[src/rtl/divider_52by24.sv]
// Restoring divider, 52-bit dividend by 24-bit divisor, one quotient bit per clock.
// Produces a 28-bit quotient and 24-bit remainder, and flags divide-by-zero or quotient overflow.
module divider_52by24 (
    input  logic        clk,
    input  logic        clrn,
    input  logic        start,
    input  logic [51:0] a,
    input  logic [23:0] b,
    output logic [27:0] q,
    output logic [23:0] r,
    output logic        busy,
    output logic        ready,
    output logic        ovf,
    output logic [1:0]  state_dbg
);

    typedef enum logic [1:0] {
        IDLE = 2'd0,
        RUN  = 2'd1,
        DONE = 2'd2
    } state_t;

    state_t      state;
    state_t      state_nx;
    logic [23:0] rem;
    logic [27:0] low;
    logic [23:0] dvs;
    logic [4:0]  count;

    logic        accept;
    logic        ovf_in;
    logic [24:0] t;
    logic        qbit;
    logic [23:0] rem_step;
    logic [27:0] low_step;

    // Handshake: start is taken only in IDLE or DONE. busy marks RUN, and ready is
    // high for the single DONE cycle. q/r/ovf are valid while ready is high and are
    // held afterwards until the next accepted start.
    assign accept = start && (state == IDLE || state == DONE);
    // A quotient fits in 28 bits only if the upper dividend half is below the divisor.
    assign ovf_in = (b == 24'd0) || (a[51:28] >= b);

    // rem < dvs always holds, so the sign of this 25-bit difference decides the quotient bit.
    assign t        = {rem, low[27]} - {1'b0, dvs};
    assign qbit     = ~t[24];
    assign rem_step = qbit ? t[23:0] : {rem[22:0], low[27]};
    assign low_step = {low[26:0], qbit};

    assign busy      = (state == RUN);
    assign ready     = (state == DONE);
    assign state_dbg = state;

    always_ff @(posedge clk or negedge clrn) begin
        if (!clrn) begin
            state <= IDLE;
        end else begin
            state <= state_nx;
        end
    end

    always_comb begin
        state_nx = state;
        case (state)
            IDLE, DONE: begin
                if (accept) begin
                    state_nx = ovf_in ? DONE : RUN;
                end else begin
                    state_nx = IDLE;
                end
            end
            RUN: begin
                if (count == 5'd27) begin
                    state_nx = DONE;
                end
            end
            default: state_nx = IDLE;
        endcase
    end

    always_ff @(posedge clk or negedge clrn) begin
        if (!clrn) begin
            rem   <= 24'd0;
            low   <= 28'd0;
            dvs   <= 24'd0;
            count <= 5'd0;
            q     <= 28'd0;
            r     <= 24'd0;
            ovf   <= 1'b0;
        end else if (accept) begin
            rem   <= a[51:28];
            low   <= a[27:0];
            dvs   <= b;
            count <= 5'd0;
            ovf   <= ovf_in;
            if (ovf_in) begin
                q <= 28'hFFFFFFF;
                r <= 24'd0;
            end
        end else if (state == RUN) begin
            rem   <= rem_step;
            low   <= low_step;
            count <= count + 5'd1;
            // The last step publishes the quotient, which has fully shifted into low.
            if (count == 5'd27) begin
                q   <= low_step;
                r   <= rem_step;
                ovf <= 1'b0;
            end
        end
    end

endmodule

[config.mk]
export PLATFORM = sky130hd
export DESIGN_NAME = divider_52by24
export DESIGN_NICKNAME = d
export VERILOG_FILES = /design/src/rtl/divider_52by24.sv
export SDC_FILE = /design/constraint.sdc
export NUM_CORES = 1
export LEC_CHECK = 0
export ABC_AREA = 1
export BUFFER_PORTS_ARGS = -buffer_cell sky130_fd_sc_hd__buf_2
export CAP_MARGIN = 20
export CORE_UTILIZATION = 35
export DETAILED_ROUTE_END_ITERATION = 7
export PLACE_DENSITY = 0.58
export SLEW_MARGIN = 5
export SYNTH_ARGS = -nofsm -noshare
export SYNTH_HDL_FRONTEND = slang
export SYNTH_SLANG_ARGS = --single-unit
[constraint.sdc]
create_clock -name clk -period 2.9 [get_ports clk]
set_input_delay 0.58 -clock clk [delete_from_list [all_inputs] [get_ports clk]]
set_output_delay 0.58 -clock clk [all_outputs]
set_load 0.01 [all_outputs]
Word-level counts from Yosys, hierarchy flattened:

Cells that the tools add are included.

* bits in registers: 136
* bits of input ports: 79
* output and inout bits: 57
* logic and storage cells: 49

* $add $sub $neg: 2
* $lt $le $gt $ge: 1
* eq/ne operators: 5
* mux-type cells: 22
* bitwise logic cells: 1
* reduce and logical (&&, ||, !) cells: 10

Operators by type and width (number)
* 2-to-1 mux 24 bit: 7
* 2-to-1 mux 28 bit: 6
* subtractor 25 x 24 -> 25 bit: 1
* greater-or-equal comparator 24 bit: 1
* logical NOT 24 bit: 1
* 2-to-1 mux 5 bit: 2
* 2-to-1 mux 2 bit: 3
* adder 5 x 1 -> 5 bit (second input constant): 1
* == test 5 bit (second input constant): 1
* != test 2 x 1 -> 1 bit (second input constant): 2
* case mux 2 bit (2 select lines): 1
* nonzero test 2 bit: 2
* 2-to-1 mux 1 bit: 3
* AND reduction 3 bit: 1
* == test 2 x 1 -> 1 bit (second input constant): 1
* == test 2 bit (second input constant): 1
* logical NOT 2 bit: 1
* logical OR 1 bit: 2
* AND reduction 2 bit: 1
* OR reduction 2 bit: 1
* logical AND 1 bit: 1
* NOT 1 bit: 1

Depth between registers and ports, before layout:

* depth in word-level cells: 5
* gate-level depth with buffers: 16
* gate-level depth less buffers: 16

Least setup slack after synthesis:

OpenSTA, ideal clock, no wires.

* path type: register -> register
* start: register low[27]
* end: register r[14]
* setup time: 117 ps
* data arrival time: 2101 ps
* data required time: 2783 ps
* setup slack: 681 ps
* cell stages (with the launch flop): 16
* cells stage by stage: dfrtp_1 inv_1 ha_1 inv_1 fa_1 nand2_1 nand2_1 nand3_1 nand2_4 nand2_4 nand4_4 buf_12 nand3_2 nand2_2 nand3_1 nand2_1

* cells in the longest elaborated chain, start to end: 5

Ends and longest elaborated chain
* from (decl): line 26 `logic [27:0] low;`
* from (signal assigned): line 92 `low <= a[27:0];`
* from (signal assigned): line 102 `low <= low_step;`
* subtractor 25 x 24 -> 25 bit: line 45 `assign t = {rem, low[27]} - {1'b0, dvs};`
* 2-to-1 mux 24 bit: line 47 `assign rem_step = qbit ? t[23:0] : {rem[22:0], low[27]};`
* 2-to-1 mux 24 bit: line 105 `if (count == 5'd27) begin`
* 2-to-1 mux 24 bit: line 100 `end else if (state == RUN) begin`
* 2-to-1 mux 24 bit: line 90 `end else if (accept) begin`
* to (signal assigned): line 107 `r <= rem_step;`
* to (decl): line 10 `output logic [23:0] r,`

No other way between the ends. The select of a mux whose other input is x is not followed.
A chain may end at the register's enable or synchronous reset.

Worst setup path after layout:

* start: register low[27]
* end: register r[13]

The elaborated chain is that of the path after synthesis.

==> results.md <==
* Leakage at 0.005831 uW
* Maximum VDD drop at 0.0005748 V
* Vias at 8,477
* DRC at 0
* Largest area contributor in the netlist: dfrtp_1
* Share of cells above drive strength 1 at 20.16%
* Post-synthesis sequential element count at 136
* Largest net degree at the start of global routing at between 60 and 70
* Post-CTS setup buffer count at 0
* Core area at 25,330 um^2
* GPL Wtd Cong at 0.8869
* Fin. Hold Viols at 0
* Final std cells w/o fill at 1,724
* Post-CTS Hold Fix Bufs at 0
* Clock tree sinks at approximately 140
* Die ar. at 26,630 um^2
* Seq/Total Area, Yosys at 37.42%
* DRT Pass-1 Iters at 5
* Initial core utilization at 35.91%
* Fill count at 2,666
* Reg clk slew, reported paths at ~0.060 ns
* Final setup fails at 0
* Dpl hpwl at 20.18 mm
* Placed instance count at 1,692
* Post-Syn Instances at between 1,000 and 1,500
* Post-cts sizing count at 0
* Syn Area/Cell at 7.224 um^2
* Cell chain of the critical path: inv_1 > ha_1 > inv_1 > fa_1 > nand2_1 > nand2_1 > nand3_1 > nand2_4 > nand2_4 > nand4_4 > buf_4 > nand3_1 > nand2_1 > nand3_1 > nand2_1
* Syn_nets at 1,388
* Share of the synthesized area in the top cell type at 37.42%
* Area grow syn2layout at 17.48%
* TritonCTS clock tree: built
* I/O Pins at between 100 and 150
* DR vias/cell at just under 5
* Reg2Reg Depth at 15
* Pwr per Cell Area at 1330 nW/um^2
* Nets at 1,510
* YS warnings at 0
* Least-Margin Pin Slew at 0.6481 ns
* Final worst slack at 0.2253 ns
* Hold Crit Class: in -> async
* Synth top area cells: dfrtp_1, nand2_1, inv_1
* WL/cell at 15.71 um
* Synth cell types at 42
* Power, Total at roughly 14,000 uW
* Crit start category: flop
* Routed Antenna Nets at 0
* Status: complete, no violations
* Critical Path Fanout Max at 14
* Hold Slack at roughly 0.15 ns
* Slowest CP cell: fa_1
* Period utilisation layout at 92.23%
* Max Cap Viol at 0
* Max-slew violations at 0
* Worst setup EP type: flop
* CTS buffer count at 17
* WP data required at roughly 3.2 ns
* DP Worst Slack at 0.2579 ns
* Clk_skew at approximately 0.0094 ns
* Die X at 163.2 um
* Clk buf depth at 2
* Grt ovf at 0
* 1st-iter DRT viols at between 500 and 600
* Die height at between 150 and 200 um
* Input/output buffers at 135
* First-pass GRT wire length at 42.90 mm
* Max transition margin at 56.79%
* Post-Syn Area at between 9000 and 10,000 um^2
* Gr usage total at 20.80%
* Vias in the first global route at 7,963
* Ant diodes at 0
* Critical Path AT at 2.99 ns
* # rows at 58
* Total Wirelength at approximately 27 mm
* Skew-Pair Late Insertion Delay at 0.43 ns
* Initial antenna violation count at 0
* Tmin final at between 2 and 3 ns
* Critical Setup Path Class: reg -> reg
* RSZ-0062 raised after global routing: false
* Maximum clock rate at 373.9 MHz
* Root Driver: clkbuf_16
* CP max stage delay at 0.45 ns
* Most common cell on crit path: nand2_1
* H-Tree Depth at 4
* Setup tns final at 0 ns
path summary, 6_finish.rpt:
path	to	from	slack [ns]
worst min-delay path	q[20]	clrn	0.15
worst max-delay path	r[13]	low[27]	0.23
worst max register to register	r[13]	low[27]	0.23
min in group clk	low[9]	a[9]	0.45
worst min register to register	low[1]	low[1]	0.48
max in group asynchronous	dvs[13]	clrn	1.91
critical path: cells and delay by family, from the launching register on:
| family | cells | cell delay [ns] |
|---|---|---|
| AND/OR/NAND/NOR | 10 | 1.10 |
| adder cells (fa/ha/maj) | 2 | 0.58 |
| buffers and inverters | 3 | 0.48 |
| flip-flops | 1 | 0.41 |
placed cells by master, fill, tap and decap left out, types with 3 or more instances in the layout:
cell and n:
nand2_1 332, inv_1 190, dfrtp_1 136, buf_2 134, nor2_1 122, nand3_1 115, o21ai_0 65, ha_1 49
nand2_2 29, or2_2 26, a22o_1 22, a21oi_1 21, nand3_2 20, o21ai_1 19, nand4_1 18, clkbuf_16 17
buf_4 15, nand2_4 7, xor2_1 5, inv_2 5, bufinv_16 4, nor2_2 3, o22ai_1 3, nand3b_1 3
clkinv_2 3
cell families (layout without fill, tap and decap cells):
| family | count (synthesis) | in the layout | synth area share [%] |
|---|---|---|---|
| buffers and inverters | 244 | 379 | 11.27 |
| and+or+nand+nor | 685 | 685 | 34.89 |
| DFF | 136 | 136 | 37.42 |
| AOI/OAI and AO/OA | 137 | 137 | 8.791 |
| adders and majority gates | 50 | 50 | 6.961 |
| xor gates and xnor gates | 7 | 7 | 0.6741 |
cell type report:
cell class | count | area, um^2 | area share [%]
Multi-Input combinational cell | 879 | 4677 | 43.77
Sequential cell | 136 | 3403 | 31.85
Timing Repair Buffer | 152 | 834.6 | 7.810
Inverter | 195 | 732.0 | 6.850
Clock buffer | 18 | 429.2 | 4.016
Tap cell | 330 | 412.9 | 3.864
Clock inverter | 14 | 196.4 | 1.838
Yosys cell counts, drive strengths merged:
cell type and number:
fa 1, nand3b 3, ha 49, o31ai 1, and2 2, clkbuf 25, xnor2 2, nand2 368
o21bai 1, a22o 22, a21o 2, nor3 1, nand4 20, o21ai 84, dfrtp 136, or2 26
buf 24, nand3 136, o22ai 3, a21oi 23, inv 195, o21a 1, nor4 1, nor2 128
xor2 5
flip-flops by register name, indices dropped and copies added, names as in the netlist:
register / flops
r: 24
q: 28
ovf: 1
count: 5
low: 28
state_dbg: 2
dvs: 24
rem: 24
metal layers:
metal  vias up  global-route usage, %  wire length, um
li1       4212                      -                -
met1      4000                  29.55            12910
met2       224                  31.84            12190
met3        41                  2.819             1247
met4         0                  7.901              731
met5         -                      0                0
per-stage QoR:
step / utilization [%] / area (um^2)
after floorplan: - / 9095
final: 42.19 / 10690
after global placement: 39.72 / 10060
after global routing: 42.19 / 10690
after detailed placement: 39.72 / 10060
after CTS: 42.19 / 10690
report_power, final:
group	internal [uW]	total, uW	switching (uW)	leakage, uW
sequential	2660	3250	590	0.00159
combinational	2990	8600	5610	0.00394
clock	1450	2360	913	0.000303
total	7110	14200	7110	0.00583
Note: power is estimated with default switching activity, not from simulation.
